==> src/rtl/sram_tp_rd_stream_pkg.sv <==
// Shared types and helpers for the two-port SRAM read streamer.
// Optional abort/flush feature is enabled with `define SRAM_RD_STREAM_ABORT_EN.
package sram_tp_rd_stream_pkg;

  localparam int BUF_DEPTH = 3;

  typedef enum logic [1:0] {
    SRAM_RD_STREAM_IDLE  = 2'd0,
    SRAM_RD_STREAM_READ  = 2'd1,
    SRAM_RD_STREAM_DRAIN = 2'd2
  } state_e;

  // Control register: FSM state plus the read issued last cycle (data due now).
  typedef struct packed {
    state_e state;
    logic   infl;
    logic   infl_lst;
  } ctl_t;

  function automatic int func_log2(input int n);
    int r;
    r = 0;
    while ((1 << r) < n) r++;
    return r;
  endfunction

  function automatic logic [1:0] ptr_inc(input logic [1:0] p);
    return (p == 2'(BUF_DEPTH - 1)) ? 2'd0 : p + 2'd1;
  endfunction

endpackage

==> src/rtl/sram_rd_stream_buf.sv <==
// 3-entry {lst, data} FIFO between the SRAM read port and the output stream.
// With SRAM_RD_STREAM_ABORT_EN a clr input empties it in one edge.
module sram_rd_stream_buf
  import sram_tp_rd_stream_pkg::*;
#(
  parameter int DATA_WD = 32
) (
  input  logic             clk,
  input  logic             rst_n,
`ifdef SRAM_RD_STREAM_ABORT_EN
  input  logic             clr,
`endif
  input  logic             push,
  input  logic [DATA_WD:0] push_dat,
  input  logic             pop,
  output logic [1:0]       occ,
  output logic [DATA_WD:0] head
);

  logic [DATA_WD:0] mem [BUF_DEPTH];
  logic [1:0]       wr_ptr;
  logic [1:0]       rd_ptr;

  always_ff @(posedge clk) begin
    if (!rst_n) begin
      for (int i = 0; i < BUF_DEPTH; i++) mem[i] <= '0;
      wr_ptr <= '0;
      rd_ptr <= '0;
      occ    <= '0;
    end
`ifdef SRAM_RD_STREAM_ABORT_EN
    else if (clr) begin
      wr_ptr <= '0;
      rd_ptr <= '0;
      occ    <= '0;
    end
`endif
    else begin
      if (push) begin
        mem[wr_ptr] <= push_dat;
        wr_ptr      <= ptr_inc(wr_ptr);
      end
      if (pop) rd_ptr <= ptr_inc(rd_ptr);
      case ({push, pop})
        2'b10:   occ <= occ + 2'd1;
        2'b01:   occ <= occ - 2'd1;
        default: occ <= occ;
      endcase
    end
  end

  assign head = mem[rd_ptr];

endmodule

==> src/rtl/sram_tp_rd_stream.sv <==
// Burst read initiator for a two-port SRAM with a credit-limited 3-entry output buffer.
// Define SRAM_RD_STREAM_ABORT_EN to add abort_i (flush + done pulse next cycle).
module sram_tp_rd_stream
  import sram_tp_rd_stream_pkg::*;
#(
  parameter  int SIZE    = 256,
  parameter  int DATA_WD = 32,
  localparam int SIZE_WD = func_log2(SIZE),
  localparam int LEN_WD  = SIZE_WD + 1
) (
  input  logic               clk,
  input  logic               rst_n,
`ifdef SRAM_RD_STREAM_ABORT_EN
  input  logic               abort_i,
`endif
  input  logic               cmd_val_i,
  output logic               cmd_rdy_o,
  input  logic [SIZE_WD-1:0] cmd_adr_i,
  input  logic [LEN_WD-1:0]  cmd_len_i,
  output logic               sram_rd_val_o,
  output logic [SIZE_WD-1:0] sram_rd_adr_o,
  input  logic [DATA_WD-1:0] sram_rd_dat_i,
  output logic               dat_val_o,
  input  logic               dat_rdy_i,
  output logic [DATA_WD-1:0] dat_dat_o,
  output logic               dat_lst_o,
  output logic               done_o,
  output logic               busy_o
);

  // Handshake rule for both the command and data streams: a transfer happens
  // on a rising edge where valid and ready are both high; valid never drops
  // and its payload never changes until that transfer.

  ctl_t               ctl_q;
  state_e             state_nxt;
  logic [SIZE_WD-1:0] rd_adr;
  logic [LEN_WD-1:0]  rem;
  logic [1:0]         occ;
  logic [DATA_WD:0]   head;
  logic               hs_cmd;
  logic               credit_ok;
  logic               last_rd;
  logic               rd_en;
  logic               pop;
  logic               done_c;
  logic               abort_act;

  assign cmd_rdy_o = (ctl_q.state == SRAM_RD_STREAM_IDLE);
  assign busy_o    = (ctl_q.state != SRAM_RD_STREAM_IDLE);
  assign hs_cmd    = cmd_val_i & cmd_rdy_o;

  // A read is only issued when the buffer has room for it plus any data in flight.
  assign credit_ok = ({1'b0, occ} + {2'b00, ctl_q.infl}) < 3'd3;
  assign last_rd   = (rem == LEN_WD'(1));
  assign rd_en     = (ctl_q.state == SRAM_RD_STREAM_READ) & (rem != '0) & credit_ok & ~abort_act;
  assign pop       = dat_val_o & dat_rdy_i;

  assign sram_rd_val_o = rd_en;
  assign sram_rd_adr_o = rd_adr;
  assign dat_val_o     = (occ != 2'd0);
  assign dat_lst_o     = head[DATA_WD];
  assign dat_dat_o     = head[DATA_WD-1:0];

  always_comb begin
    state_nxt = ctl_q.state;
    done_c    = 1'b0;
    case (ctl_q.state)
      SRAM_RD_STREAM_IDLE: begin
        if (hs_cmd) state_nxt = (cmd_len_i == '0) ? SRAM_RD_STREAM_DRAIN : SRAM_RD_STREAM_READ;
      end
      SRAM_RD_STREAM_READ: begin
        if (rd_en && last_rd) state_nxt = SRAM_RD_STREAM_DRAIN;
      end
      SRAM_RD_STREAM_DRAIN: begin
        // Empty with nothing in flight only happens for a zero-length burst.
        if ((occ == 2'd0) && !ctl_q.infl) begin
          done_c    = 1'b1;
          state_nxt = SRAM_RD_STREAM_IDLE;
        end else if (pop && dat_lst_o) begin
          done_c    = 1'b1;
          state_nxt = SRAM_RD_STREAM_IDLE;
        end
      end
      default: state_nxt = SRAM_RD_STREAM_IDLE;
    endcase
    if (abort_act) begin
      state_nxt = SRAM_RD_STREAM_IDLE;
      done_c    = 1'b0;
    end
  end

  always_ff @(posedge clk) begin
    if (!rst_n) begin
      ctl_q  <= '{SRAM_RD_STREAM_IDLE, 1'b0, 1'b0};
      rd_adr <= '0;
      rem    <= '0;
    end else begin
      ctl_q.state    <= state_nxt;
      ctl_q.infl     <= rd_en;
      ctl_q.infl_lst <= rd_en & last_rd;
      if (hs_cmd) begin
        rd_adr <= cmd_adr_i;
        rem    <= cmd_len_i;
      end else if (rd_en) begin
        rd_adr <= rd_adr + SIZE_WD'(1);
        rem    <= rem - LEN_WD'(1);
      end
    end
  end

`ifdef SRAM_RD_STREAM_ABORT_EN
  logic done_q;

  assign abort_act = abort_i & (ctl_q.state != SRAM_RD_STREAM_IDLE);

  always_ff @(posedge clk) begin
    if (!rst_n) done_q <= 1'b0;
    else        done_q <= abort_act;
  end

  assign done_o = done_c | done_q;
`else
  assign abort_act = 1'b0;
  assign done_o    = done_c;
`endif

  sram_rd_stream_buf #(
    .DATA_WD (DATA_WD)
  ) u_buf (
    .clk      (clk),
    .rst_n    (rst_n),
`ifdef SRAM_RD_STREAM_ABORT_EN
    .clr      (abort_act),
`endif
    .push     (ctl_q.infl),
    .push_dat ({ctl_q.infl_lst, sram_rd_dat_i}),
    .pop      (pop),
    .occ      (occ),
    .head     (head)
  );

endmodule

==> config.mk <==
export PLATFORM = sky130hd
export DESIGN_NAME = sram_tp_rd_stream
export DESIGN_NICKNAME = d
export VERILOG_FILES = /design/src/rtl/sram_tp_rd_stream_pkg.sv /design/src/rtl/sram_rd_stream_buf.sv /design/src/rtl/sram_tp_rd_stream.sv
export SDC_FILE = /design/constraint.sdc
export NUM_CORES = 1
export LEC_CHECK = 0
export CAP_MARGIN = 5
export CORE_MARGIN = 2
export CORE_UTILIZATION = 50
export CTS_CLUSTER_DIAMETER = 100
export DETAILED_ROUTE_END_ITERATION = 12
export GPL_ROUTABILITY_DRIVEN = 0
export PLACE_DENSITY = 0.79
export REMOVE_ABC_BUFFERS = 1
export SYNTH_ARGS = -nofsm -noshare
export SYNTH_HDL_FRONTEND = slang
export SYNTH_SLANG_ARGS = --single-unit
==> constraint.sdc <==
create_clock -name clk -period 5.8 [get_ports clk]
set_input_delay 1.16 -clock clk [delete_from_list [all_inputs] [get_ports clk]]
set_output_delay 1.16 -clock clk [all_outputs]
set_load 0.02 [all_outputs]
==> qor.txt <==
FMAX: 0.228 GHz
CTS H-tree lvls: 4
Via density: 5.74
Final cycle utilization of the critical path: 0.757
Relative slew margins: 0.270
Number of synthesized flops with an enable pin: 132
Vias in the first global route: 4580
Ys async rst share: 0
RSZ-0062 raised after global routing: false
CTS buffer count: 17
Worst-Skew Late Latency: 0.42 ns
Most used DFF post-synth: edfxtp_1
First-pass GRT wire length: 23800 um
Hold_sp: ctl_q[0]
CTS tree: done
Initial antenna violation count: 0
DIE WIDTH: 122 um
Slowest stage delay, CP: 0.68 ns
Resized Gates After CTS: 0
Synth Register Bits: 161
Final Hold Vio Count: 0
GR Util met2: 0.351
Hold crit path type: reg -> reg
Crit path max-delay cell type: o211ai_2
Source of the critical timing path: rem[0]
Dpl cells: 732
DIE AREA: 0.0150 mm^2
Fin cells: 764
ANT nets after route: 0
Worst setup SP type: flip-flop
P_leak: 3.02 nW
Final min period: 4.39 ns
Most Crowded Layer GR: met2
Worst-path cell chain: inv_1 -> ha_1 -> or4b_1 -> o211ai_2 -> inv_2 -> clkdlybuf4s50_1
Pwr per Cell Area: 324 mW/mm^2
Initial Util: 0.508
Routed wire per std cell: 19.1 um
GRT met1 Usage: 0.276
Filler Cells Inserted: 1066
Final Instance Area: 0.00870 mm^2
Total track usage: 0.213
Die Span Y: 122 um
Clock sink count: 161
Synthesis-to-layout area growth: 24.3%
Average size of a mapped cell: 14.8 um^2
Total grt overflow: 0
Sequential share of the synthesized area: 0.649
Post-CTS Hold Fix Bufs: 0
1st-pass router iterations: 5
GRT met3 Usage: 0.0581
Reg2Reg Depth: 7
Fin nets: 631
Max-capacitance violation count: 0
Detailed Route WL: 14600 um
Hold endpoint: u_buf.mem[3][32]
# diodes: 0
R2R setup slack: 2.92 ns
Row count: 43
DRT iter0 DRCs: 441
CTS max path bufs: 2
Reg-to-Reg Start: rem[0]
Critical Path RT: 4.64 ns
Yosys cell types: 50
Final-report setup violation count: 0
Arrival time worst endpoint: 3.23 ns
Hold WS: 0.470 ns
Status: complete, no violations
Hold path cells: 0
Clk_skew: 0.00757 ns
Vias: 4385
Hpwl dp: 9040 um
Crit Path Category: reg -> out
Synth Cell Area: 0.00700 mm^2
Buffer count from post-CTS setup fixing: 0
Core box area: 0.0138 mm^2
Syn. warnings: 0
Reg-to-Reg End: sram_rd_adr_o[3]
Clock Pin Slew Worst Setup and Hold Paths: 0.06 ns
I/O pin count: 99
Total Power: 2.82 mW
Largest net degree at the start of global routing: 35
Cells after synthesis: 474
Layout cells sized above 1: 0.146
CTS Root Cell: clkbuf_16
Critical path peak fanout: 20
Port Buffers: 98
Post-DP Area: 0.00817 mm^2
Worst VDD drop: 0.218 mV
DR DRC count: 0
Setup TNS: 0 ns
Worst Tran Pin Value: 1.09 ns
CP Capture Type: output pin
Slew Viols, Final: 0
## cell usage after synthesis, types with 3 or more instances
library cell / number / area [um^2]
a211oi_1: 3 / 22.5
a21oi_1: 12 / 60.1
a31oi_1: 8 / 50.1
a32oi_1: 3 / 26.3
and2_1: 100 / 626
and3_1: 4 / 25.0
buf_2: 4 / 20.0
clkbuf_1: 19 / 71.3
dfxtp_1: 29 / 581
edfxtp_1: 132 / 3960
ha_1: 7 / 87.6
inv_1: 9 / 33.8
mux4_2: 33 / 743
nand2_1: 17 / 63.8
nand3_1: 10 / 50.1
nor2_1: 11 / 41.3
nor3_1: 9 / 45.0
nor4_1: 3 / 18.8
o211ai_1: 3 / 22.5
o21ai_0: 13 / 65.1
o311ai_0: 3 / 26.3
or3_1: 6 / 37.5
## per-layer routing
| layer | up-vias | part of all wire |
|---|---|---|
| met5 | - | 0 |
| met4 | 0 | 0.012 |
| met3 | 20 | 0.066 |
| met2 | 177 | 0.50 |
| met1 | 2189 | 0.42 |
| li1 | 1999 | - |
## kinds of logic (layout without fill, tap and decap cells)
family          count (synthesis)  in the layout  share of synthesized area
compound gates                 55             55                     0.0528
mux                            35             35                      0.110
simple gates                  178            178                      0.151
xor+xnor                        2              2                    0.00250
flops                         161            161                      0.649
fa+ha+maj                       7              7                     0.0125
buf+inv                        36            146                     0.0216
## critical path: cells and delay by family (launching register included)
family / cells / cell delay, ns
buf+inv: 3 / 1.04
compound gates: 1 / 0.68
simple gates: 1 / 0.51
flops: 1 / 0.34
fa+ha+maj: 1 / 0.24
## report_power, final
group	internal (mW)	leakage [nW]	total, mW	switching, mW
logic	0.234	1.21	0.459	0.225
clock network	0.583	0.253	1.01	0.425
registers	1.30	1.56	1.35	0.0491
## worst max path at each step
stage                                  end  slack [ns]  depth (start not counted)
after CTS                    sram_rd_val_o        1.42                          6
after global routing         sram_rd_val_o        1.19                          6
after detailed placement  u_buf.mem[0][26]        1.73                          5
final                        sram_rd_val_o        1.41                          6
after floorplan            u_buf.mem[1][0]        1.70                          2
after global placement    u_buf.mem[0][26]        1.78                          5
## layout by cell type (no fill, tap or decap), types with 3 or more instances in the layout
cell type,n
a211oi_1,3
a21oi_1,12
a31oi_1,8
a32oi_1,3
and2_1,100
and3_1,4
buf_4,5
clkbuf_1,3
clkbuf_16,17
clkdlybuf4s50_1,98
clkinv_2,6
clkinvlp_4,4
dfxtp_1,27
edfxtp_1,132
ha_1,7
inv_1,9
mux4_2,33
nand2_1,17
nand3_1,10
nor2_1,9
nor3_1,7
nor4_1,3
o211ai_1,3
o21ai_0,12
o311ai_0,3
or3_1,6
## state kept, by name, indices dropped and copies added (netlist names), named ones only
| register | cells |
|---|---|
| u_buf.mem | 132 |
| rem | 9 |
| u_buf.rd_ptr | 2 |
| sram_rd_adr_o | 8 |
| u_buf.wr_ptr | 2 |
| u_buf.occ | 2 |
| ctl_q | 4 |
## final cells by class
cell class	count	area, um^2	area share
clock buffers	20	437	0.0502
clock inverters	12	93.8	0.0108
inverters	11	41.3	0.00475
multi-input cells	277	2340	0.269
flip-flops and latches	161	4550	0.523
well taps	180	225	0.0259
repair buffers	103	1020	0.117
## metrics by stage
stage                     setup WS [ns]  utilization
after floorplan                    1.70            -
after global placement             1.78        0.593
after detailed placement           1.73        0.593
after CTS                          1.42        0.632
after global routing               1.19        0.632
final                              1.41        0.632
Note: power is estimated with default switching activity, not from simulation.
